`src/rtl/pipe_pkg.sv`:
```
// Shared pipeline definitions: register-bus width, zero word, IF/ID defaults
// and the pipe-entry payload (pc, inst) carried between fetch and decode.
package pipe_pkg;

  localparam int unsigned REG_BUS_W = 32;
  typedef logic [REG_BUS_W-1:0] RegBus;
  localparam RegBus ZeroWord = '0;

  // IF/ID register defaults
  localparam int unsigned         DATA_W_DEF   = 32;
  localparam logic [DATA_W_DEF-1:0] NOP_INST_DEF = 32'h0000_0000;

  typedef struct packed {
    logic [DATA_W_DEF-1:0] pc;
    logic [DATA_W_DEF-1:0] inst;
  } pipe_entry_t;

endpackage

```
`src/rtl/if_id_pipe_if.sv`:
```
// IF/ID handshake bundle.
//   fetch side : if_valid, if_ready, if_pc, if_inst, flush
//   decode side: id_valid, id_ready, id_pc, id_inst
// master = the environment (fetch + decode stages), slave = the pipe register.
interface if_id_pipe_if
  import pipe_pkg::*;
#(
  parameter int unsigned DATA_W = DATA_W_DEF
) ();

  logic              if_valid;
  logic              if_ready;
  logic [DATA_W-1:0] if_pc;
  logic [DATA_W-1:0] if_inst;
  logic              flush;
  logic              id_valid;
  logic              id_ready;
  logic [DATA_W-1:0] id_pc;
  logic [DATA_W-1:0] id_inst;

  modport master (
    output if_valid, if_pc, if_inst, flush, id_ready,
    input  if_ready, id_valid, id_pc, id_inst
  );

  modport slave (
    input  if_valid, if_pc, if_inst, flush, id_ready,
    output if_ready, id_valid, id_pc, id_inst
  );

endinterface

```
`src/rtl/if_id_skid.sv`:
```
// One-entry skid buffer with valid/ready on both sides.
//   clk, rst       : clock, synchronous active-high reset
//   flush_i        : drop the held entry (highest priority after rst)
//   in_valid_i/in_ready_o/in_data_i    : write side, in_ready_o is registered
//   out_valid_o/out_ready_i/out_data_o : read side
module if_id_skid #(
  parameter int unsigned W = 64
) (
  input  logic         clk,
  input  logic         rst,
  input  logic         flush_i,
  input  logic         in_valid_i,
  output logic         in_ready_o,
  input  logic [W-1:0] in_data_i,
  output logic         out_valid_o,
  input  logic         out_ready_i,
  output logic [W-1:0] out_data_o
);

  logic         full_q, full_d;
  logic [W-1:0] data_q, data_d;

  // Push only when empty and pop only when full, so push and pop never coincide.
  always_comb begin
    full_d = full_q;
    data_d = data_q;
    if (flush_i) begin
      full_d = 1'b0;
      data_d = '0;
    end else if (in_valid_i && !full_q) begin
      full_d = 1'b1;
      data_d = in_data_i;
    end else if (out_ready_i && full_q) begin
      full_d = 1'b0;
      data_d = '0;
    end
  end

  always_ff @(posedge clk) begin
    if (rst) begin
      full_q <= 1'b0;
      data_q <= '0;
    end else begin
      full_q <= full_d;
      data_q <= data_d;
    end
  end

  assign in_ready_o  = !full_q;
  assign out_valid_o = full_q;
  assign out_data_o  = data_q;

endmodule

```
`src/rtl/if_id_pipe.sv`:
```
// IF/ID pipeline register with valid/ready handshake and flush.
//   clk, rst : clock, synchronous active-high reset
//   bus      : if_id_pipe_if.slave (fetch offer, flush, decode delivery)
// Build option IF_ID_SKID_EN: adds a one-entry skid so if_ready is a register
// (skid empty) with no combinational path from id_ready. Without it, a single
// register and if_ready = !id_valid || id_ready.
module if_id_pipe
  import pipe_pkg::*;
#(
  parameter int unsigned       DATA_W   = DATA_W_DEF,
  parameter logic [DATA_W-1:0] NOP_INST = DATA_W'(NOP_INST_DEF)
) (
  input  logic        clk,
  input  logic        rst,
  if_id_pipe_if.slave bus
);

  logic              valid_q, valid_d;
  logic [DATA_W-1:0] pc_q, pc_d;
  logic [DATA_W-1:0] inst_q, inst_d;

  logic              drain_c;
  logic              fetch_c;
  logic              if_ready_c;
  logic              src_valid_c;
  logic [DATA_W-1:0] src_pc_c;
  logic [DATA_W-1:0] src_inst_c;

  // Output register can take a new word when empty or being consumed.
  assign drain_c = !valid_q || bus.id_ready;
  assign fetch_c = bus.if_valid && if_ready_c;

`ifdef IF_ID_SKID_EN
  localparam int unsigned ENTRY_W = 2 * DATA_W;

  logic               skid_in_ready;
  logic               skid_out_valid;
  logic [ENTRY_W-1:0] skid_out_data;

  // A fetch that cannot enter the stalled output register parks in the skid.
  if_id_skid #(
    .W (ENTRY_W)
  ) u_skid (
    .clk         (clk),
    .rst         (rst),
    .flush_i     (bus.flush),
    .in_valid_i  (fetch_c && !drain_c),
    .in_ready_o  (skid_in_ready),
    .in_data_i   ({bus.if_pc, bus.if_inst}),
    .out_valid_o (skid_out_valid),
    .out_ready_i (drain_c),
    .out_data_o  (skid_out_data)
  );

  assign if_ready_c  = skid_in_ready && !rst;
  // The skid holds the older word, so it refills the output first.
  assign src_valid_c = skid_out_valid || fetch_c;
  assign {src_pc_c, src_inst_c} = skid_out_valid ? skid_out_data
                                                 : {bus.if_pc, bus.if_inst};
`else
  assign if_ready_c  = !rst && drain_c;
  assign src_valid_c = fetch_c;
  assign src_pc_c    = bus.if_pc;
  assign src_inst_c  = bus.if_inst;
`endif

  // Output register next state; flush wins, empty slots read as pc=0/NOP.
  always_comb begin
    valid_d = valid_q;
    pc_d    = pc_q;
    inst_d  = inst_q;
    if (bus.flush) begin
      valid_d = 1'b0;
      pc_d    = '0;
      inst_d  = NOP_INST;
    end else if (drain_c) begin
      if (src_valid_c) begin
        valid_d = 1'b1;
        pc_d    = src_pc_c;
        inst_d  = src_inst_c;
      end else begin
        valid_d = 1'b0;
        pc_d    = '0;
        inst_d  = NOP_INST;
      end
    end
  end

  always_ff @(posedge clk) begin
    if (rst) begin
      valid_q <= 1'b0;
      pc_q    <= '0;
      inst_q  <= NOP_INST;
    end else begin
      valid_q <= valid_d;
      pc_q    <= pc_d;
      inst_q  <= inst_d;
    end
  end

  assign bus.if_ready = if_ready_c;
  assign bus.id_valid = valid_q;
  assign bus.id_pc    = pc_q;
  assign bus.id_inst  = inst_q;

endmodule

```
`src/flat_wrapper.sv`:
```
// flat-port wrapper written by rule: the top's interface ports become plain ports
module if_id_pipe_flat import pipe_pkg::*;
#(
  parameter int unsigned       DATA_W   = DATA_W_DEF,
  parameter logic [DATA_W-1:0] NOP_INST = DATA_W'(NOP_INST_DEF)
)
  (clk, rst, bus_if_valid, bus_if_pc, bus_if_inst, bus_flush, bus_id_ready, bus_if_ready, bus_id_valid, bus_id_pc, bus_id_inst);
  if_id_pipe_if #(.DATA_W(DATA_W)) bus_i ();
  input  logic clk;
  input  logic rst;
  input wire logic [$bits(bus_i.if_valid)-1:0] bus_if_valid;
  input wire logic [$bits(bus_i.if_pc)-1:0] bus_if_pc;
  input wire logic [$bits(bus_i.if_inst)-1:0] bus_if_inst;
  input wire logic [$bits(bus_i.flush)-1:0] bus_flush;
  input wire logic [$bits(bus_i.id_ready)-1:0] bus_id_ready;
  output wire logic [$bits(bus_i.if_ready)-1:0] bus_if_ready;
  output wire logic [$bits(bus_i.id_valid)-1:0] bus_id_valid;
  output wire logic [$bits(bus_i.id_pc)-1:0] bus_id_pc;
  output wire logic [$bits(bus_i.id_inst)-1:0] bus_id_inst;
  assign bus_i.if_valid = bus_if_valid;
  assign bus_i.if_pc = bus_if_pc;
  assign bus_i.if_inst = bus_if_inst;
  assign bus_i.flush = bus_flush;
  assign bus_i.id_ready = bus_id_ready;
  assign bus_if_ready = bus_i.if_ready;
  assign bus_id_valid = bus_i.id_valid;
  assign bus_id_pc = bus_i.id_pc;
  assign bus_id_inst = bus_i.id_inst;
  if_id_pipe #(.DATA_W(DATA_W), .NOP_INST(NOP_INST)) u_core (.clk(clk), .rst(rst), .bus(bus_i));
endmodule
```
`config.mk`:
```
export PLATFORM = sky130hd
export DESIGN_NAME = if_id_pipe_flat
export DESIGN_NICKNAME = d
export VERILOG_FILES = /design/src/rtl/pipe_pkg.sv /design/src/rtl/if_id_pipe_if.sv /design/src/rtl/if_id_skid.sv /design/src/rtl/if_id_pipe.sv /design/src/flat_wrapper.sv
export SDC_FILE = /design/constraint.sdc
export NUM_CORES = 1
export LEC_CHECK = 0
export CAP_MARGIN = 20
export CORE_AREA = 3 3 90 92
export DETAILED_ROUTE_END_ITERATION = 16
export DIE_AREA = 0 0 93 95
export GPL_ROUTABILITY_DRIVEN = 0
export PLACE_DENSITY_LB_ADDON = 0.08
export SYNTH_ARGS = -nofsm -noshare
export SYNTH_HDL_FRONTEND = slang
export SYNTH_SLANG_ARGS = --single-unit
```
`constraint.sdc`:
```
create_clock -name clk -period 0.9 [get_ports clk]
set_input_delay 0.135 -clock clk [delete_from_list [all_inputs] [get_ports clk]]
set_output_delay 0.135 -clock clk [all_outputs]
set_load 0.05 [all_outputs]
```
==> results.cfg <==
[worst_setup_path]
rr_endpoint = u_core.bus.id_pc[14]
critPathLaunchType = flop
arrival_ns = 1.17
crit_type = reg2out
r2r_slack_ns = -0.40
rr_worst_depth = 7
worstPathMaxFanout = 3
rr_startpoint = u_core.bus.id_valid
critical_path_required_ns = 0.76
end_kind = output pin

[cts]
numCtsBuffers = 9
h-tree-depth = 3
cts_tree = done
cts_sinks = 65
cts_hold_repair.buffers = 0
cts.reportedPaths.clkPinSlew_ns = 0.07
clock-root-buffer = clkbuf_8
insertion_delay_ns = 0.35
clock_path_buffers = 2

[worst_hold_path]
hold_path.class = in2reg
holdPathStages = 4
min_from = bus_if_valid
hold_end = u_core.bus.id_inst[1]

[sta]
slew_viol_final = 0
setup_viol = 131
tns_ns = -24.77
finalClockSkew_ns = 0.00732
finalHoldViolations = 0
hold_ws_ns = 0.262
rsz0062_at_grt = yes
min_period_ns = 1.31
fin_crit_sh = 1.45
worst_pin_slew_ns = 0.297
relSlewSlack = 0.802
max_freq_mhz = 765
worst_slack_ns = -0.407

[finish]
diodes = 0
final_common_cell = buf_12
fin_util = 0.850
layout-drive-gt1-share = 0.709
area_delta_synth_final_pct = 143
n_fill_cell = 379
final_nets = 539
final_cell_area_um2 = 6200
layout_common_cells = buf_12, clkdlybuf4s50_1, a21oi_2, dfxtp_2, nand2_1
fin_cells = 574

[yosys]
synth-seq-cells = 65
synth_area_um2 = 2550
netlist_instances = 291
synthesis.nets = 360
yosys.area_share.simple = 0.242
synth_compound_area_frac = 0.171
synth-adder-area-share = 0
synth_top_family_by_area = simple AND/OR/NAND/NOR gates
synth_xor_area_frac = 0
avgSynthCellArea_um2 = 8.75
yosysWarnings = 0
synth.yosys.seq_area_share = 0.511
synth_cell_types = 15
synth_mux_area_frac = 0

[route]
ant_nets = 0
dr.pass1.iters = 4
drt_iter0_drc = 100
avgViaCountPerCell = 5.18
wl_per_cell_um = 20.2
drc = 0
totalWireLength_um = 11600
vias = 2972

[power]
power_density_nw_per_um2 = 1330
p_leak_nw = 2.41
p_clk_frac = 0.425
ir_drop_v = 0.00107
switchingPower_mw = 2.11
comb_power_share = 0.207
netSwitchingFraction = 0.256
power.total_mw = 8.27
p_int_mw = 6.15
seqPwrFrac = 0.368

[flow_run]
drv_cap = 0

[floorplan]
start_util = 0.349
die_w_um = 93
num_rows = 31
io_pins = 135
die_h_um = 95
dieArea_um2 = 8840
core_area_um2 = 7290

[global_routing]
grt_max_degree = 42
antenna_found_initial = 0
grt_pass1_wl_um = 16000
grt_util_all_layers = 0.239
grt_pass1_vias = 3003
grt.overflow.total = 0

[placement]
dpl_cell_area_um2 = 4690
post-place-ws_ns = -0.541
io_buffers = 134
dpl.cell_count = 510
hpwl_um = 5500

[outcome]
run_status = finished, violations left
violations = negative setup slack
cell families (layout without fill, tap and decap cells):
| group | Yosys count | in the layout |
|---|---|---|
| flip-flops | 65 | 65 |
| AND/OR/NAND/NOR | 134 | 134 |
| buffers and inverters | 28 | 212 |
| AO/OA/AOI/OAI | 64 | 64 |
routing by layer:
| layer | routed length, um | global-route usage | vias to the layer above |
|---|---|---|---|
| li1 | - | - | 1357 |
| met1 | 4120 | 0.258 | 1461 |
| met2 | 6340 | 0.431 | 129 |
| met3 | 866 | 0.0821 | 25 |
| met4 | 303 | 0.0928 | 0 |
| met5 | 0 | 0 | - |
how the worst max path moves through the flow:
| stage | from | to | slack (ns) | cells after the start |
|---|---|---|---|---|
| after floorplan | u_core.bus.id_valid | bus_if_ready | -0.25 | 3 |
| after global placement | bus_id_ready | u_core.bus.id_pc[7] | -0.48 | 5 |
| after detailed placement | bus_id_ready | u_core.bus.id_pc[10] | -0.54 | 5 |
| after CTS | u_core.bus.id_valid | bus_if_ready | -0.36 | 3 |
| after global routing | u_core.bus.id_valid | bus_if_ready | -0.44 | 3 |
| final | u_core.bus.id_valid | bus_if_ready | -0.41 | 3 |
state kept, by name, indices dropped and copies added (netlist names):
name,flops
u_core.bus.id_valid,1
u_core.bus.id_inst,32
u_core.bus.id_pc,32
power groups by stage:
stage          registers [mW]  clock network, mW  logic, mW
5_1_grt                  3.05               3.67       1.78
3_5_place_dp             3.11                  0       1.34
3_3_place_gp             3.10                  0       1.33
6_report                 3.04               3.51       1.71
2_1_floorplan            3.34                  0      0.329
4_1_cts                  3.05               3.52       1.59
repair_timing:
action,4_1_cts,5_1_grt
cloned,13,2
endpoints found under the setup margin,131,131
endpoints found under the hold margin,0,0
pin swaps,27,34
buffers inserted,26,14
gates resized for setup,119,86
critical path, cell delays in order, from the launching register on:
cell	delay (ns)
dfxtp_4	0.35
and2b_4	0.19
nor2_4	0.13
buf_12	0.15
synth_stat cells:
cell type  count  share of area
nor2_1         3         0.0044
a21oi_2       31           0.11
buf_4          2         0.0059
a21oi_1       33          0.065
buf_2         18          0.035
buf_8          3          0.018
and2b_1        1         0.0029
nand2_2       10          0.025
nand3_1       64           0.13
buf_6          3          0.013
or2_1          1         0.0025
nand2_1       54          0.080
nand2b_1       1         0.0025
clkbuf_1       2         0.0029
dfxtp_1       65           0.51
area by class of cell:
type,count,area [um^2],area share
multi-input combinational,198,1490,0.241
sequential,65,1410,0.227
tap,99,124,0.0200
timing repair buffer,196,2890,0.466
clock buffer,10,149,0.0240
clock inverter,6,136,0.0220
Power figures use the tool's default switching activity.
